File: config.mk
export PLATFORM = sky130hd
export DESIGN_NAME = alu_seq_exec
export DESIGN_NICKNAME = d
export VERILOG_FILES = /design/src/rtl/alu_pkg.sv /design/src/rtl/alu_comb.sv /design/src/rtl/alu_seq_exec.sv
export SDC_FILE = /design/constraint.sdc
export NUM_CORES = 1
export LEC_CHECK = 0
export ABC_CLOCK_PERIOD_IN_PS = 5500
export BUFFER_PORTS_ARGS = -buffer_cell sky130_fd_sc_hd__buf_2
export CAP_MARGIN = 15
export CORE_MARGIN = 1.5
export CORE_UTILIZATION = 30
export CTS_CLUSTER_DIAMETER = 150
export DETAILED_ROUTE_END_ITERATION = 8
export GPL_TIMING_DRIVEN = 0
export PLACE_DENSITY_LB_ADDON = 0.15
export SLEW_MARGIN = 20
export SYNTH_ARGS = -nofsm -noshare
export SYNTH_HDL_FRONTEND = slang
export SYNTH_SLANG_ARGS = --single-unit
File: constraint.sdc
create_clock -name Clock -period 5.5 [get_ports Clock]
set_input_delay 0.825 -clock Clock [delete_from_list [all_inputs] [get_ports Clock]]
set_output_delay 0.825 -clock Clock [all_outputs]
set_load 0.1 [all_outputs]
File: src/rtl/alu_pkg.sv
// Shared encodings for the ALU-control decoder and the sequential execute unit.
package alu_pkg;

  localparam int WIDTH_DEF = 16;

  localparam logic [3:0] OP_AND  = 4'b0000;
  localparam logic [3:0] OP_OR   = 4'b0010;
  localparam logic [3:0] OP_XOR  = 4'b0011;
  localparam logic [3:0] OP_ADD0 = 4'b0100;
  localparam logic [3:0] OP_ADD1 = 4'b0101;
  localparam logic [3:0] OP_SLL  = 4'b0110;
  localparam logic [3:0] OP_SRL  = 4'b0111;
  localparam logic [3:0] OP_SLT  = 4'b1001;
  localparam logic [3:0] OP_SUB0 = 4'b1100;
  localparam logic [3:0] OP_SUB1 = 4'b1101;

  localparam logic ST_IDLE_ENC  = 1'b0;
  localparam logic ST_SHIFT_ENC = 1'b1;

  typedef enum logic {
    ST_IDLE  = ST_IDLE_ENC,
    ST_SHIFT = ST_SHIFT_ENC
  } state_e;

  function automatic logic is_shift(input logic [3:0] op);
    return (op == OP_SLL) || (op == OP_SRL);
  endfunction

endpackage

File: src/rtl/alu_comb.sv
// Single-cycle datapath: logic ops, add/sub with signed overflow, SLT, illegal decode.
// Shift codes pass A through so a shift by zero completes here.
module alu_comb
  import alu_pkg::*;
#(
  parameter int WIDTH = WIDTH_DEF
) (
  input  logic [3:0]       op_i,
  input  logic [WIDTH-1:0] a_i,
  input  logic [WIDTH-1:0] b_i,
  output logic [WIDTH-1:0] res_o,
  output logic             ovf_o,
  output logic             illegal_o
);

  logic             sub;
  logic [WIDTH-1:0] b_eff;
  logic [WIDTH-1:0] sum;
  logic             sum_ovf;
  logic             lt;

  // SLT shares the subtractor; less-than corrects the sign bit by overflow.
  always_comb begin
    sub     = (op_i == OP_SUB0) || (op_i == OP_SUB1) || (op_i == OP_SLT);
    b_eff   = sub ? ~b_i : b_i;
    sum     = a_i + b_eff + {{(WIDTH-1){1'b0}}, sub};
    sum_ovf = (a_i[WIDTH-1] == b_eff[WIDTH-1]) && (sum[WIDTH-1] != a_i[WIDTH-1]);
    lt      = sum[WIDTH-1] ^ sum_ovf;
  end

  always_comb begin
    res_o     = '0;
    ovf_o     = 1'b0;
    illegal_o = 1'b0;
    case (op_i)
      OP_AND:            res_o = a_i & b_i;
      OP_OR:             res_o = a_i | b_i;
      OP_XOR:            res_o = a_i ^ b_i;
      OP_ADD0, OP_ADD1,
      OP_SUB0, OP_SUB1: begin
        res_o = sum;
        ovf_o = sum_ovf;
      end
      OP_SLT:            res_o = {{(WIDTH-1){1'b0}}, lt};
      OP_SLL, OP_SRL:    res_o = a_i;
      default:           illegal_o = 1'b1;
    endcase
  end

endmodule

File: src/rtl/alu_seq_exec.sv
// Sequential execute unit: one-cycle logic/arith ops, bit-serial shifts,
// Start/Busy/Done handshake and registered result with Zero/Overflow/Illegal.
module alu_seq_exec
  import alu_pkg::*;
#(
  parameter int WIDTH = WIDTH_DEF
) (
  input  logic             Clock,
  input  logic             Reset_n,
  input  logic             Start,
  input  logic [3:0]       Operacioni,
  input  logic [WIDTH-1:0] A,
  input  logic [WIDTH-1:0] B,
  output logic             Busy,
  output logic             Done,
  output logic [WIDTH-1:0] Result,
  output logic             Zero,
  output logic             Overflow,
  output logic             Illegal
);

  state_e           state_q;
  logic [3:0]       cnt_q;
  logic [WIDTH-1:0] sh_q;
  logic [WIDTH-1:0] sh_d;
  logic             srl_q;
  logic             busy_q;
  logic             done_q;
  logic [WIDTH-1:0] result_q;
  logic             zero_q;
  logic             ovf_q;
  logic             ill_q;

  logic [WIDTH-1:0] c_res;
  logic             c_ovf;
  logic             c_ill;

  alu_comb #(.WIDTH(WIDTH)) u_comb (
    .op_i      (Operacioni),
    .a_i       (A),
    .b_i       (B),
    .res_o     (c_res),
    .ovf_o     (c_ovf),
    .illegal_o (c_ill)
  );

  assign sh_d = srl_q ? (sh_q >> 1) : (sh_q << 1);

  always_ff @(posedge Clock) begin
    if (!Reset_n) begin
      state_q  <= ST_IDLE;
      cnt_q    <= '0;
      sh_q     <= '0;
      srl_q    <= 1'b0;
      busy_q   <= 1'b0;
      done_q   <= 1'b0;
      result_q <= '0;
      zero_q   <= 1'b0;
      ovf_q    <= 1'b0;
      ill_q    <= 1'b0;
    end else begin
      done_q <= 1'b0;
      case (state_q)
        ST_IDLE: begin
          if (Start) begin
            if (is_shift(Operacioni) && (B[3:0] != 4'd0)) begin
              sh_q    <= A;
              cnt_q   <= B[3:0];
              srl_q   <= (Operacioni == OP_SRL);
              busy_q  <= 1'b1;
              state_q <= ST_SHIFT;
            end else begin
              result_q <= c_res;
              zero_q   <= (c_res == '0);
              ovf_q    <= c_ovf;
              ill_q    <= c_ill;
              done_q   <= 1'b1;
            end
          end
        end
        ST_SHIFT: begin
          sh_q  <= sh_d;
          cnt_q <= cnt_q - 4'd1;
          // Final step: publish the shifted value in the same edge.
          if (cnt_q == 4'd1) begin
            result_q <= sh_d;
            zero_q   <= (sh_d == '0);
            ovf_q    <= 1'b0;
            ill_q    <= 1'b0;
            done_q   <= 1'b1;
            busy_q   <= 1'b0;
            state_q  <= ST_IDLE;
          end
        end
        default: begin
          busy_q  <= 1'b0;
          state_q <= ST_IDLE;
        end
      endcase
    end
  end

  assign Busy     = busy_q;
  assign Done     = done_q;
  assign Result   = result_q;
  assign Zero     = zero_q;
  assign Overflow = ovf_q;
  assign Illegal  = ill_q;

endmodule

* Word level (Yosys, flattened, before mapping)
Cells that the tools add are included.
Operators by class: eq/ne operators 16, reduce and logical (&&, ||, !) cells 16, mux-type cells 37, bitwise operators 6, add/subtract/negate cells 3
Operator list (count):
- $mux W16 | 7
- $pmux W16 S6 | 1
- $pmux W16 S2 | 2
- $logic_not A16 Y1 | 2
- $mux W1 | 18
- $add A16 B1 Y16 | 1
- $add A16 B16 Y16 | 1
- $and A16 B16 Y16 | 1
- $eq A4 B3 Y1 const B | 4
- $not A16 Y16 | 1
- $or A16 B16 Y16 | 1
- $xor A16 B16 Y16 | 1
- $eq A4 B4 Y1 const B | 3
- $pmux W1 S2 | 6
- $reduce_or A10 Y1 | 1
- $reduce_and A3 Y1 | 3
- $eq A4 B2 Y1 const B | 2
- $mux W4 | 2
- $pmux W4 S2 | 1
- $ne A2 B2 Y1 const B | 3
- $eq A4 B1 Y1 const B | 1
- $logic_not A4 Y1 | 1
- $reduce_bool A4 Y1 | 1
- $reduce_or A4 Y1 | 1
- 10 further kinds | 13
Storage, ports and cells: logic and storage cells 88, bits in registers 43

* Longest topological paths before layout
depth in word-level cells 14, depth in mapped cells 14, gate-level depth less buffers 12

* Modules after synthesis
A second synthesis with hierarchy kept.
Second synthesis, totals: cells, all modules 552, area total of the unflattened synthesis 4304.1 um^2
By module, submodules not included:
- alu_seq_exec | area an instance 2257.2 um^2, sequential area each 860.8 um^2, times used 1, cells each 277
- alu_comb | area an instance 2047.0 um^2, sequential area each 0.0 um^2, times used 1, cells each 275

* Worst setup path after synthesis
Ideal clock, no wire load.
path kind input-to-reg, start input Operacioni[1], end register zero_q, in the netlist Zero, buffers on the path 1, setup slack 1.453 ns, stages 13, required time 5.431 ns, setup time 0.069 ns, data arrival time 3.978 ns, cell sequence nand2b_1 > nor2_1 > clkbuf_1 > xnor2_1 > fa_1 > and3_1 > or2_2 > xnor2_1 > o2111ai_1 > or4_1 > nor4_2 > nand4_1 > o21ai_1
Between the ends: word-level cells in the longest chain between the ends 14, elaborated cells between the ends (all ways) 30, classes of those cells add/sub: 2; eq/ne: 12; mux: 5; bitwise: 1; reduce/logical: 10
RTL lines:
- start, declared | line alu_seq_exec.sv:11 | input logic [3:0] Operacioni,
- $eq A4 B4 Y1 | line alu_comb.sv:24, alu_comb.sv:35
- $logic_or A1 B1 Y1 (2 in series) | line alu_comb.sv:24 | sub = (op_i == OP_SUB0) || (op_i == OP_SUB1) || (op_i == OP_SLT);
- $mux W16 | line alu_comb.sv:25 | b_eff = sub ? ~b_i : b_i;
- $add A16 B16 Y16 | line alu_comb.sv:26 | sum = a_i + b_eff + {{(WIDTH-1){1'b0}}, sub};
- $add A16 B1 Y16 | line alu_comb.sv:26
- $ne A1 B1 Y1 | line alu_comb.sv:27 | sum_ovf = (a_i[WIDTH-1] == b_eff[WIDTH-1]) && (sum[WIDTH-1] != a_i[WIDTH-1]);
- $logic_and A1 B1 Y1 | line alu_comb.sv:27
- $xor A1 B1 Y1 | line alu_comb.sv:28 | lt = sum[WIDTH-1] ^ sum_ovf;
- $pmux W16 S6 | line alu_comb.sv:35 | case (op_i)
- $logic_not A16 Y1 | line alu_seq_exec.sv:74 | zero_q <= (c_res == '0);
- $mux W1 | line alu_seq_exec.sv:66 | if (is_shift(Operacioni) && (B[3:0] != 4'd0)) begin
- $mux W1 | line alu_seq_exec.sv:65 | if (Start) begin
- $pmux W1 S2 | line alu_seq_exec.sv:63 | case (state_q)
- end signal, assigned | line alu_seq_exec.sv:74
- end signal, assigned | line alu_seq_exec.sv:87 | zero_q <= (sh_d == '0);
- end, declared | line alu_seq_exec.sv:30 | logic zero_q;
Several ways; a longest one is shown, not always the timed one. The select of a mux whose other input is x is not followed. A chain may end at the register's enable or synchronous reset.

* Worst setup path after layout
start input Operacioni[1], end register result_q[13], in the netlist Result[13]
Between the ends: word-level cells in the longest chain between the ends 10, elaborated cells between the ends (all ways) 25, classes of those cells add/sub: 2; eq/ne: 10; mux: 5; reduce/logical: 8
RTL lines:
- $eq A4 B4 Y1 | line alu_comb.sv:24, alu_comb.sv:35
- $logic_or A1 B1 Y1 (2 in series) | line alu_comb.sv:24
- $mux W16 | line alu_comb.sv:25
- $add A16 B16 Y16 | line alu_comb.sv:26
- $add A16 B1 Y16 | line alu_comb.sv:26
- $pmux W16 S6 | line alu_comb.sv:35
- $mux W16 | line alu_seq_exec.sv:66
- $mux W16 | line alu_seq_exec.sv:65
- $pmux W16 S2 | line alu_seq_exec.sv:63
- end signal, assigned | line alu_seq_exec.sv:73 | result_q <= c_res;
- end, declared | line alu_seq_exec.sv:29 | logic [WIDTH-1:0] result_q;
Several ways; a longest one is shown, not always the timed one. The select of a mux whose other input is x is not followed.

==> results.yml <==
pwr:
  power.density_mw_per_mm2: 235
  ir_drop_mv: 0.138
  p_leak_nw: 2.16
job:
  cap_violations: 0
layout:
  diodes: 0
  fill_cells: 1507
  final_area_sq_mm: 0.00504
  synthToLayoutAreaGrowth_pct: 16.9
  fin_nets: 726
  drive_gt1_share_pct: 14.8
worst_setup_path:
  crit_chain: "buf_2 -> nand2b_1 -> nor2_1 -> clkbuf_1 -> xnor2_1 -> ha_1 -> nand2_1 -> o21ai_0 -> o211ai_1 -> a211oi_1 -> o21ai_0 -> a31oi_1 -> a211oi_1 -> a31o_2"
  cp_slowest_cell: "clkbuf_1"
  cp.required_ps: 5690
  critPathCaptureType: "flip-flop"
  timing_worst_setup_path_type: "input pin to flip-flop"
  worst-path-buf-inv: 2
  arrival_ps: 5040
  slowest_delay_ps: 720
  worstPathMaxFanout: 10
  cp_top_family: "compound AO/OA/AOI/OAI gates"
  critPathLaunchType: "input pin"
synth:
  synth_area_per_cell_sq_um: 7.56
  yosys_warnings: 0
  ys_async_sr_fraction_pct: 0
  synthAdderAreaFrac_pct: 15.0
  synth-xor-area-share_pct: 5.08
  muxShareOfSynthArea_pct: 3.78
  ys_ff_latch: 43
  syn_area_sq_mm: 0.00431
  synth_top_family_by_area: "compound AO/OA/AOI/OAI gates"
  synth_edf_count: 0
  ys_seq_area_share_pct: 20.0
  synth_flop_cell: "dfxtp_1"
  synth-compound-area-share_pct: 28.3
  ys_types: 64
  synthCells: 570
  syn_nets: 660
  synth-simple-area-share_pct: 20.7
cts:
  clk_latency_ps: 290
  cts-root-buf: "clkbuf_16"
  post-cts-setup-buffer-count: 0
  cts_buffers: 5
  cts.sinks: 43
  ctsLongestPathBuffers: 2
  clkTransAtPathRegs_ps: 60
  postCtsHoldBufs: 0
  ctsResizeCount: 0
  cts_tree: "built"
  cts_max_level: 2
floorplan:
  fp-row-count: 43
  ios: 60
  design.die.area_sq_mm: 0.0151
  die_x_um: 123
  die_h_um: 123
  core_sq_mm: 0.0139
  start_util_pct: 30.9
route:
  vias: 4474
  drcViolationCount: 0
  wl_per_cell_um: 18.9
  routed_wl_um: 15400
  vias_per_cell: 5.48
  initialDrtViolationCount: 371
  drtAntennaViolNets: 0
  first_pass_iters: 5
sta:
  grt_setup_unrepaired: "false"
  fin_tns_setup_ps: 0
  clock.fmax_mhz: 206
  worst_slew_pin_slew_ps: 1000
  period_needed_ps: 4850
  whs_ps: 453
  slew_headroom_pct: 32.5
  hold_viol: 0
  final_max_slew_viol_count: 0
  setup_violations: 0
  period_share_pct: 88.2
  fin_worst_skew_ps: 7.34
global_routing:
  grt_pass1_wl_um: 23900
  grt_max_degree: 15
  gr-usage-all-layers_pct: 21.0
  grt_pass1_vias: 4236
  antenna_found_initial: 0
  overflow: 0
place:
  place_congestion: 0.880
  dpl_cell_area_sq_mm: 0.00484
  portBuffers: 59
  dp_hpwl_um: 12000
outcome:
  outcome: "complete, no violations"
worst_hold_path:
  hold_path.class: "flip-flop to flip-flop"
layer usage:
layer / track usage, % / up-vias / wire [um]
met5: 0 / - / 0
met4: 6.25 / 0 / 390
met3: 2.70 / 27 / 601
met2: 32.6 / 117 / 6810
met1: 30.1 / 2148 / 7600
li1: - / 2182 / -
worst register-to-register path: cells and delay by family, from the launching register on:
family	cells	cell delay (ps)
buffers and inverters	2	1010
and+or+nand+nor	3	790
muxes	1	450
DFF	1	300
AOI/OAI and AO/OA	2	240
kinds of logic after synthesis:
family	count (synthesis)
AOI/OAI and AO/OA	179
xor gates and xnor gates	25
adders and majority gates	51
buffers and inverters	73
DFF	43
muxes	16
and+or+nand+nor	183
power by group:
| group | switching (W) | internal [W] | leakage [nW] |
|---|---|---|---|
| Clock | 0.000132 | 0.000260 | 0.0900 |
| Combinational | 0.000307 | 0.000147 | 1.72 |
| Sequential | 0.00000889 | 0.000327 | 0.350 |
state kept, by name (all words and copies together) (netlist names):
name and cells:
Busy 1, cnt_q 4, Zero 1, sh_q 16, Result 16, state_q 1
Illegal 1, srl_q 1, Done 1, Overflow 1
cell usage in the layout, fill, tap and decap left out, drive strengths merged, types with 3 or more instances in the layout:
| cell | count |
|---|---|
| a211oi | 9 |
| a211o | 3 |
| clkbuf | 27 |
| o22ai | 3 |
| mux2i | 14 |
| nand2 | 57 |
| o211ai | 13 |
| nor2b | 15 |
| o21ai | 39 |
| and2 | 4 |
| a22oi | 9 |
| a21oi | 52 |
| nor3 | 9 |
| nand3 | 8 |
| dfxtp | 43 |
| and3 | 10 |
| or4 | 3 |
| nor4 | 3 |
| inv | 39 |
| a221oi | 10 |
| nor2 | 45 |
| or3 | 5 |
| a31o | 3 |
| xnor2 | 20 |
| nand3b | 4 |
| nand4 | 6 |
| a2111oi | 3 |
| o31ai | 8 |
| buf | 69 |
| a21o | 8 |
| nand2b | 9 |
| ha | 50 |
| xor2 | 5 |
path summary, 6_finish.rpt:
kind                 startpoint         end  cells past startpoint  slack, ps
setup / recovery  Operacioni[1]  Result[13]                     14        650
hold / removal        Result[5]   Result[5]                      2        450
setup reg to reg          srl_q        Zero                      8       2640
hold reg to reg       Result[5]   Result[5]                      2        450
synthesized netlist by cell type (2+ instances only):
| library cell | count | area [sq um] |
|---|---|---|
| mux2_2 | 2 | 22.5 |
| xnor2_1 | 20 | 175 |
| clkinv_1 | 2 | 7.51 |
| dfxtp_1 | 43 | 861 |
| o21a_1 | 2 | 15.0 |
| a21oi_1 | 52 | 260 |
| inv_1 | 39 | 146 |
| o2111a_1 | 2 | 22.5 |
| nor4_1 | 2 | 12.5 |
| a222oi_1 | 2 | 20.0 |
| a31o_2 | 2 | 17.5 |
| and3_1 | 10 | 62.6 |
| or3_1 | 5 | 31.3 |
| buf_6 | 3 | 33.8 |
| a2111oi_0 | 3 | 26.3 |
| ha_1 | 50 | 626 |
| nor3_1 | 9 | 45.0 |
| nand3_1 | 8 | 40.0 |
| a22oi_1 | 8 | 60.1 |
| o21bai_1 | 2 | 15.0 |
| xor2_1 | 5 | 43.8 |
| o211ai_1 | 13 | 97.6 |
| mux2i_1 | 14 | 140 |
| o22ai_1 | 3 | 18.8 |
| o21ai_0 | 37 | 185 |
| nor2_1 | 45 | 169 |
| a211o_1 | 3 | 26.3 |
| o21ai_1 | 2 | 10.0 |
| nor3b_1 | 2 | 15.0 |
| nand2b_1 | 9 | 56.3 |
| buf_2 | 5 | 25.0 |
| a221oi_1 | 9 | 78.8 |
| o2111ai_1 | 2 | 17.5 |
| nand4_1 | 6 | 37.5 |
| and2_1 | 3 | 18.8 |
| nand2_1 | 56 | 210 |
| nand3b_1 | 4 | 30.0 |
| nor2b_1 | 15 | 93.8 |
| a21o_1 | 8 | 60.1 |
| or4_1 | 3 | 22.5 |
| o31ai_1 | 8 | 60.1 |
| clkbuf_1 | 22 | 82.6 |
| or2_2 | 2 | 12.5 |
| a211oi_1 | 8 | 60.1 |
metrics by stage:
step	utilization, %	power [W]	setup WS (ps)	instances
after floorplan	-	0.000668	1450	570
after global placement	34.6	0.000788	340	809
after detailed placement	34.7	0.000792	359	809
after CTS	36.1	0.00119	649	817
after global routing	36.1	0.00124	237	817
final	36.1	0.00118	648	817
final cells by class:
| class | count | area [sq um] | area share, % |
|---|---|---|---|
| Buffer | 32 | 153 | 3.03 |
| Clock buffer | 5 | 125 | 2.48 |
| Clock inverter | 3 | 67.6 | 1.34 |
| Inverter | 41 | 154 | 3.06 |
| Multi-Input combinational cell | 454 | 3160 | 62.7 |
| Sequential cell | 43 | 861 | 17.1 |
| Tap cell | 180 | 225 | 4.47 |
| Timing Repair Buffer | 59 | 295 | 5.86 |
Power figures use the tool's default switching activity.
